## src/rtl/fir_inverse.sv

```systemverilog
// Streaming deconvolution filter: recovers x[n] from the 4-tap FIR output y[n]
// using one time-shared 8x8 multiplier, all arithmetic wrapping mod 256.
module fir_inverse #(
  parameter logic [7:0] C1 = 8'd2,
  parameter logic [7:0] C2 = 8'd3,
  parameter logic [7:0] C3 = 8'd4
) (
  input  logic       clk,
  input  logic       reset,
  input  logic       in_valid,
  output logic       in_ready,
  input  logic [7:0] in_data,
  output logic       out_valid,
  input  logic       out_ready,
  output logic [7:0] out_data
);

  typedef enum logic [1:0] {
    IDLE = 2'd0,
    MAC  = 2'd1,
    OUT  = 2'd2
  } state_t;

  state_t     state, state_nxt;
  logic [1:0] k, k_nxt;
  logic [7:0] acc, acc_nxt;
  logic [7:0] h0, h1, h2;
  logic [7:0] h0_nxt, h1_nxt, h2_nxt;
  logic [7:0] out_data_nxt;
  logic       in_ready_nxt, out_valid_nxt;

  logic [7:0] coef, hsel, prod, diff;

  // Tap select for the shared multiplier: Ck pairs with h(k-1)
  always_comb begin
    coef = C3;
    hsel = h2;
    case (k)
      2'd1: begin
        coef = C1;
        hsel = h0;
      end
      2'd2: begin
        coef = C2;
        hsel = h1;
      end
      default: begin
        coef = C3;
        hsel = h2;
      end
    endcase
  end

  // Truncating multiply and subtract: wrap-around is what makes inversion exact
  assign prod = coef * hsel;
  assign diff = acc - prod;

  always_comb begin
    state_nxt    = state;
    k_nxt        = k;
    acc_nxt      = acc;
    h0_nxt       = h0;
    h1_nxt       = h1;
    h2_nxt       = h2;
    out_data_nxt = out_data;
    case (state)
      IDLE: begin
        if (in_valid) begin
          acc_nxt   = in_data;
          k_nxt     = 2'd1;
          state_nxt = MAC;
        end
      end
      MAC: begin
        acc_nxt = diff;
        if (k == 2'd3) begin
          k_nxt        = 2'd1;
          out_data_nxt = diff;
          state_nxt    = OUT;
        end else begin
          k_nxt = k + 2'd1;
        end
      end
      OUT: begin
        // History advances only on the output handshake so stalls are harmless
        if (out_ready) begin
          h2_nxt    = h1;
          h1_nxt    = h0;
          h0_nxt    = acc;
          state_nxt = IDLE;
        end
      end
      default: begin
        state_nxt = IDLE;
      end
    endcase
    in_ready_nxt  = (state_nxt == IDLE);
    out_valid_nxt = (state_nxt == OUT);
  end

  always_ff @(posedge clk) begin
    if (reset) begin
      state     <= IDLE;
      k         <= 2'd1;
      acc       <= 8'd0;
      h0        <= 8'd0;
      h1        <= 8'd0;
      h2        <= 8'd0;
      out_data  <= 8'd0;
      in_ready  <= 1'b1;
      out_valid <= 1'b0;
    end else begin
      state     <= state_nxt;
      k         <= k_nxt;
      acc       <= acc_nxt;
      h0        <= h0_nxt;
      h1        <= h1_nxt;
      h2        <= h2_nxt;
      out_data  <= out_data_nxt;
      in_ready  <= in_ready_nxt;
      out_valid <= out_valid_nxt;
    end
  end

endmodule

```

## config.mk

```make
export PLATFORM = sky130hd
export DESIGN_NAME = fir_inverse
export DESIGN_NICKNAME = d
export VERILOG_FILES = /design/src/rtl/fir_inverse.sv
export SDC_FILE = /design/constraint.sdc
export NUM_CORES = 1
export LEC_CHECK = 0
export BUFFER_PORTS_ARGS = -buffer_cell sky130_fd_sc_hd__buf_2
export CORE_MARGIN = 3
export CORE_UTILIZATION = 55
export DETAILED_ROUTE_END_ITERATION = 10
export GPL_TIMING_DRIVEN = 0
export PLACE_DENSITY = 0.74
export SYNTH_ARGS = -nofsm -noshare
export SYNTH_HDL_FRONTEND = slang
export SYNTH_SLANG_ARGS = --single-unit
```

## constraint.sdc

```tcl
create_clock -name clk -period 7.89 [get_ports clk]
set_input_delay 1.578 -clock clk [delete_from_list [all_inputs] [get_ports clk]]
set_output_delay 1.578 -clock clk [all_outputs]
set_load 0.01 [all_outputs]
```

# ---- Word level (Yosys, flattened, before mapping)
# Index checks and enable logic that the tools add are counted.
dict set report classes {
  addsub 2
  multipliers 1
  n_eq_ne 7
  n_mux 11
  n_reduce_logical 6
}
# cell count
set ops {}
lappend ops {{8-bit one-hot mux with 2 select lines} 2}
lappend ops {{2-bit two-way mux} 5}
lappend ops {{2-bit equality test (second input constant)} 4}
lappend ops {{8-bit by 8-bit multiplier with 8-bit output} 1}
lappend ops {{8-bit two-way mux} 1}
lappend ops {{8-bit subtractor} 1}
lappend ops {{2-bit one-hot mux with 3 select lines} 1}
lappend ops {{3-bit one-hot mux with 2 select lines} 1}
lappend ops {{2-bit AND reduction} 3}
lappend ops {{2-bit by 1-bit equality test with 1-bit output (second input constant)} 2}
lappend ops {{2-bit zero test} 2}
lappend ops {{2-bit one-hot mux with 2 select lines} 1}
lappend ops {{2-bit by 1-bit adder with 2-bit output (second input constant)} 1}
lappend ops {{2-bit inequality test (second input constant)} 1}
lappend ops {{2-bit nonzero test} 1}
dict set report totals {
  ff_bits 46
  output_inout_bits 10
  word_cells 36
}

# ---- Logic depth before layout (Yosys ltp)
# Gate-level depths: netlist of run 1.
dict set report logic_depth {
  word_depth 5
  depth_mapped 18
  mapped_depth_nobuf 16
}

# ---- Least setup slack after synthesis of run 1
# Ideal clock, no wire load.
dict set report synth_timing {
  path_type {register to register}
  start {register k[0]}
  end {register acc[7]}
  setup_time_ps 74
  arrival_ps 3548
  required_time_ps 7816
  path_slack_ps 4269
  path_stages_with_launch 16
  path_buffers 2
  path_cell_list {dfxtp_1 inv_1 ha_1 buf_6 clkbuf_1 a211o_1 o211ai_1 ha_1 or3_1 fa_1 ha_1 a21oi_1 a21oi_1 o22a_1 or4_1 o211ai_2}
}
dict set report synth_between {
  elab_chain_cells 5
  word_cells_on_any_way 7
  classes_between {add/sub (1); mul (1); eq/ne (2); mux (3)}
}
# element line_no
set synth_rtl {}
lappend synth_rtl {{from (decl)} 25} ;# logic [1:0] k, k_nxt;
lappend synth_rtl {{from (signal assigned)} 114} ;# k <= k_nxt;
lappend synth_rtl {{2-bit equality test / 2-bit by 1-bit equality test with 1-bit output (equally long branches)} 38} ;# case (k)
lappend synth_rtl {{3-bit one-hot mux with 2 select lines / 8-bit one-hot mux with 2 select lines (equally long branches)} 38}
lappend synth_rtl {{8-bit by 8-bit multiplier with 8-bit output *} 55} ;# assign prod = coef * hsel;
lappend synth_rtl {{8-bit subtractor *} 56} ;# assign diff = acc - prod;
lappend synth_rtl {{8-bit one-hot mux with 2 select lines *} 66} ;# case (state)
lappend synth_rtl {{to (signal assigned)} 115} ;# acc <= acc_nxt;
lappend synth_rtl {{to (decl)} 26} ;# logic [7:0] acc, acc_nxt;
# Mark *: on every way between the ends. The rest lies on a longest branch, timed or not.
# A chain may end at the register's enable or synchronous reset.

# ---- Worst setup path after layout of run 1
# Same ends and word-level chain as after synthesis.

==> metrics, run 1 <==
Post-CTS Setup Inserts 0; HP Class reg -> reg; placed cells ~430; dpl cell area 0.00286 mm^2; detailed placement HPWL 4770 um; Post-Layout Cell Count roughly 430; Fillers 413; crit-path cells inv_1 -> ha_1 -> buf_6 -> clkbuf_1 -> nand2_1 -> o21ai_0 -> nand2_1 -> ha_1 -> inv_1 -> fa_1 -> inv_1 -> ha_1 -> a21oi_1 -> a21oi_1 -> o22a_1 -> or4_1 -> o211ai_2; Synth Cell Area 0.00267 mm^2; post-CTS sizing 0; die area 0.00573 mm^2; register area share after synthesis 34.4%; P per Cell Area 225 mW/mm^2; maximum clock insertion buffer count 2; endpoint class of the critical path register; total congestion overflow 0; Post-Syn Nets between 300 and 400; # H-tree levels 2; pin count of the biggest net entering global routing 14; drt pass-1 iters 4; Final #Nets between 400 and 500; total CTS buffers 5; wire length per cell 14.4 um; CTS root buf clkbuf_8; placer congestion estimate 0.850; Crit-path slowest cell fa_1; status completed; All-Layer GR Usage approximately a quarter; RSZ-0062 raised after global routing no; Overall Power about 670 uW; clock skew 0.00582 ns; Horiz. Die Dim 75.7 um; Peak supply drop about 160 uV; number of warnings issued by yosys 0; hold_buf cts 0; first-pass GRT wire length 10300 um; CTS tree yes; I/O pin count 22; Skew-Pair Late Insertion Delay 0.30 ns; Total Wirelength 6230 um; Final Setup Violations 0; post-route cell area just under 0.003 mm^2; Static Leak 0.00118 uW; standard-cell rows 24; clk sink count 46; Startpoint Class register; Tcrit/Tclk final between 50% and 60%; remaining antenna violation count after routing 0; ys flop type dfxtp_1; Post-Syn Area per Cell ~8 um^2; diode count 0; Worst-path clk slew 0.08 ns; max-cap viol count 0; initial core utilization 59.0%; setup_tns 0 ns; Final Max Tran Viols 0; number of remaining DRC errors 0; worst slew pin tran 0.662 ns; async set-reset flop share out of synthesis 0%; via count 2408; vias in the first global route 2212; Die H about 76 um; flops & latches, synth 46; core area 0.00453 mm^2; CP max FO 10; Crit path required time a little over 8 ns; number of synthesized flops with an enable pin 0; via-per-instance ratio 5.56; post-route minimum period 4.06 ns; layout cells sized above 1 10.9%; Layout area overhead 11.0%; initial antenna violation count 0; I/O Buffers 21; Final Hold Viols 0; Rel. slew slack a little under three fifths; first-iteration detailed-routing DRC count 181; CP peak stage delay 0.50 ns; Max Fclk 246 MHz; Hold WS 0.453 ns; critical path class reg -> reg; Yosys cell types 45; synthesized instance count 339; critical path arrival 4.29 ns
[worst max-delay path: cells and delay by family (launching register included)]
kind	cells	cell delay (ns)
buffers and inverters	5	0.68
DFF	1	0.38
AOI/OAI and AO/OA	5	0.78
and+or+nand+nor	3	0.70
adders and majority gates	4	1.44
[placed cells by master, fill, tap and decap left out, drive strengths merged, types with 4 or more instances in the layout]
cell type and n:
ha 17, dfxtp 46, buf 24, a221oi 4, xnor2 7, nand3 5, o211ai 6, a21oi 46
nor2 24, clkbuf 21, fa 7, a22oi 5, o21ai 11, xor2 4, and3 5, a211oi 8
nand2 71, inv 26, nand2b 7
[through the flow]
step / util, % / setup WS [ns]
after CTS: 65.4 / 3.85
final: 65.4 / 3.83
after floorplan: - / 4.27
after global routing: 65.4 / 3.62
after global placement: 63.1 / 3.98
after detailed placement: 63.1 / 3.91
[state kept, by name, indices dropped and copies added, names as in the netlist]
| register | count |
|---|---|
| k | 2 |
| out_data | 8 |
| state | 2 |
| h1 | 8 |
| out_valid | 1 |
| in_ready | 1 |
| acc | 8 |
| h2 | 8 |
| h0 | 8 |
[report_power, final]
| part | internal, uW | switching (uW) | leakage (uW) |
|---|---|---|---|
| combinational | 95.9 | 142 | 0.000755 |
| clock | 94.9 | 78.7 | 0.0000524 |
| sequential | 244 | 10.9 | 0.000374 |
[layer usage]
metal,global-route usage [%],routed length (um),vias up
li1,-,-,1207
met1,32.6,3060,1152
met2,39.4,2920,41
met3,3.83,172,8
met4,6.21,78,0
met5,0,0,-
[logic make-up (layout without fill, tap and decap cells)]
group / after synthesis / after routing / share of synthesized area [%]
AND/OR/NAND/NOR: 122 / 122 / 20.1
AO/OA/AOI/OAI: 92 / 92 / 21.9
flip-flops: 46 / 46 / 34.4
buffers and inverters: 43 / 72 / 6.41
adder cells (fa/ha/maj): 24 / 24 / 13.2
XOR/XNOR: 11 / 11 / 3.60
multiplexers: 1 / 1 / 0.374
[path summary, 6_finish.rpt]
check / slack [ns] / from / to / cells past startpoint
max: 3.83 / k[0] / acc[7] / 17
min: 0.45 / out_data[1] / out_data[1] / 2
max reg2reg: 3.83 / k[0] / acc[7] / 17
min reg2reg: 0.45 / out_data[1] / out_data[1] / 2
[Yosys cell counts, types with 4 or more instances]
cell type  number  area [um^2]
nand2_1        70          263
a22oi_1         5         37.5
xor2_1          4         35.0
o211ai_1        4         30.0
clkbuf_1       14         52.6
nand3_1         5         25.0
inv_1          25         93.8
a221oi_1        4         35.0
dfxtp_1        46          921
xnor2_1         7         61.3
nor2_1         23         86.3
o21ai_0         9         45.0
a21oi_1        46          230
ha_1           17          213
a211oi_1        6         45.0
nand2b_1        7         43.8
fa_1            7          140
and3_1          4         25.0
[layout make-up]
class	count	area, um^2	area share [%]
Clock inverter	1	30.0	1.01
Clock buffer	7	76.3	2.57
Multi-Input combinational cell	250	1580	53.3
Sequential cell	46	921	31.0
Tap cell	65	81.3	2.74
Timing Repair Buffer	21	105	3.54
Buffer	17	73.8	2.49
Inverter	26	97.6	3.29
Power figures use the tool's default switching activity.
==> run 2: changes to the inputs <==
==> constraint.sdc (replaced) <==
create_clock -name clk -period 3.76 [get_ports clk]
set_input_delay 0.752 -clock clk [delete_from_list [all_inputs] [get_ports clk]]
set_output_delay 0.752 -clock clk [all_outputs]
set_load 0.01 [all_outputs]
==> metrics, run 2 (synthesis gave the netlist of run 1 again) <==
number of remaining DRC errors 0; first-pass GRT wire length 10500 um; crit-path cells inv_1 -> ha_2 -> buf_8 -> buf_8 -> a211o_1 -> o211ai_1 -> ha_1 -> or3_4 -> fa_1 -> ha_4 -> a21oi_1 -> a21oi_1 -> o22a_1 -> or4_4 -> o211ai_2; crit path from k[0]; vias in the first global route 2245; Hold Startpoint out_data[1]; via-per-instance ratio 5.62; Total Wirelength between 6000 and 7000 um; worst slew pin tran 0.662 ns; HP Class reg -> reg; worst path bufs/invs 3; first-iteration detailed-routing DRC count 196; commonest non-fill, non-tap cells in the layout nand2_1, dfxtp_1, a21oi_1; endpoint class of the critical path register; Static Leak approximately 0.0012 uW; Die H 75.7 um; P per Cell Area 494 mW/mm^2; PnR worst setup slack between 0.07 and 0.08 ns; Final Hold Viols 0; initial antenna violation count 0; remaining antenna violation count after routing 0; detailed placement HPWL 4770 um; I/O Buffers 21; die area 0.00573 mm^2; CTS root buf clkbuf_8; core area 0.00453 mm^2; diode count 0; pin count of the biggest net entering global routing 14; post-route cell area slightly above 0.003 mm^2; standard-cell rows 24; wire length per cell between 15 and 20 um; Critical R2R Launch k[0]; clk sink count 46; total congestion overflow 0; drt pass-1 iters 4; Worst-path clk slew 0.08 ns; critical path arrival 3.92 ns; total CTS buffers 5; CP max FO 8; critical path class reg -> reg; Final #Nets ~410; via count 2446; All-Layer GR Usage 24.2%; max-cap viol count 0; Layout area overhead 15.6%; layout cells sized above 1 approximately 16%; Max Fclk 271 MHz; Peak supply drop 340 uV; placer congestion estimate 0.850; # H-tree levels 2; clock skew 0.00921 ns; Startpoint Class register; post-route minimum period 3.69 ns; Horiz. Die Dim 75.7 um; commonest non-fill, non-tap cell in the layout nand2_1; maximum clock insertion buffer count 2; Tcrit/Tclk final a little over nine tenths; Final Setup Violations 0; CP peak stage delay 0.56 ns; hold_buf cts 0; status completed; Rel. slew slack 55.6%; dpl ws -0.217 ns; dpl cell area 0.00286 mm^2; I/O pin count 22; CTS tree yes; Skew-Pair Late Insertion Delay roughly 0.3 ns; Final Max Tran Viols 0; initial core utilization 59.0%; Crit path required time 3.99 ns; Crit-path slowest cell fa_1; delay-heaviest family, CP adder cells
-- run 2: cell count changes in the layout (fill, tap and decap cells not counted), moves of 3 or more --
cell / before / now
buf_4: 0 / 3
ha_4: 0 / 3
ha_1: 17 / 11
clkbuf_1: 16 / 13
ha_2: 0 / 3
-- run 2: final timing paths --
| check | end | slack [ns] | cells after the start |
|---|---|---|---|
| worst min register to register | out_data[1] | 0.45 | 2 |
| worst max-delay path | acc[7] | 0.07 | 15 |
| worst min-delay path | out_data[1] | 0.45 | 2 |
| worst max register to register | acc[7] | 0.07 | 15 |
-- run 2: worst min-delay path: stages (launching register included) --
cell	delay (ns)
dfxtp_1	0.31
nand2_1	0.05
a21oi_1	0.05
-- run 2: metal layers --
| layer | part of all wire, % | track usage (%) | vias to the layer above |
|---|---|---|---|
| li1 | - | - | 1209 |
| met1 | 47 | 32.5 | 1177 |
| met2 | 48 | 40.5 | 52 |
| met3 | 3.8 | 3.83 | 8 |
| met4 | 1.2 | 6.21 | 0 |
| met5 | 0 | 0 | - |
-- run 2: area by class of cell --
class                      count  area (um^2)
buffer                        16         88.8
inverter                      26          100
sequential                    46          922
timing repair buffer          24          125
clock buffer                   7         76.3
clock inverter                 1         30.0
tap                           65         81.3
fill                         401         1440
multi-input combinational    250         1670
-- run 2: where the power goes --
part	internal [uW]	switching (uW)	total (uW)
Combinational	276	350	625
Clock	199	169	368
Sequential	512	23.6	535
Total	987	542	1530
-- run 2: timing repair --
action | in CTS | in global routing
setup buffers | 0 | 3
pin swaps | 0 | 4
hold endpoints to repair | 0 | 0
resized for setup | 8 | 25
setup endpoints to repair | 6 | 6
-- run 2: stage by stage --
stage	instances	hold WS (ns)	TNS [ns]	utilization (%)	total power, uW
4_1_cts	432	0.456	0	66.2	1440
5_1_grt	435	0.475	-0.0560	68.2	1610
3_5_place_dp	425	0.445	-0.692	63.1	1040
6_report	435	0.453	0	68.2	1530
2_1_floorplan	339	0.436	0	-	931
3_3_place_gp	425	0.444	-0.380	63.1	1030
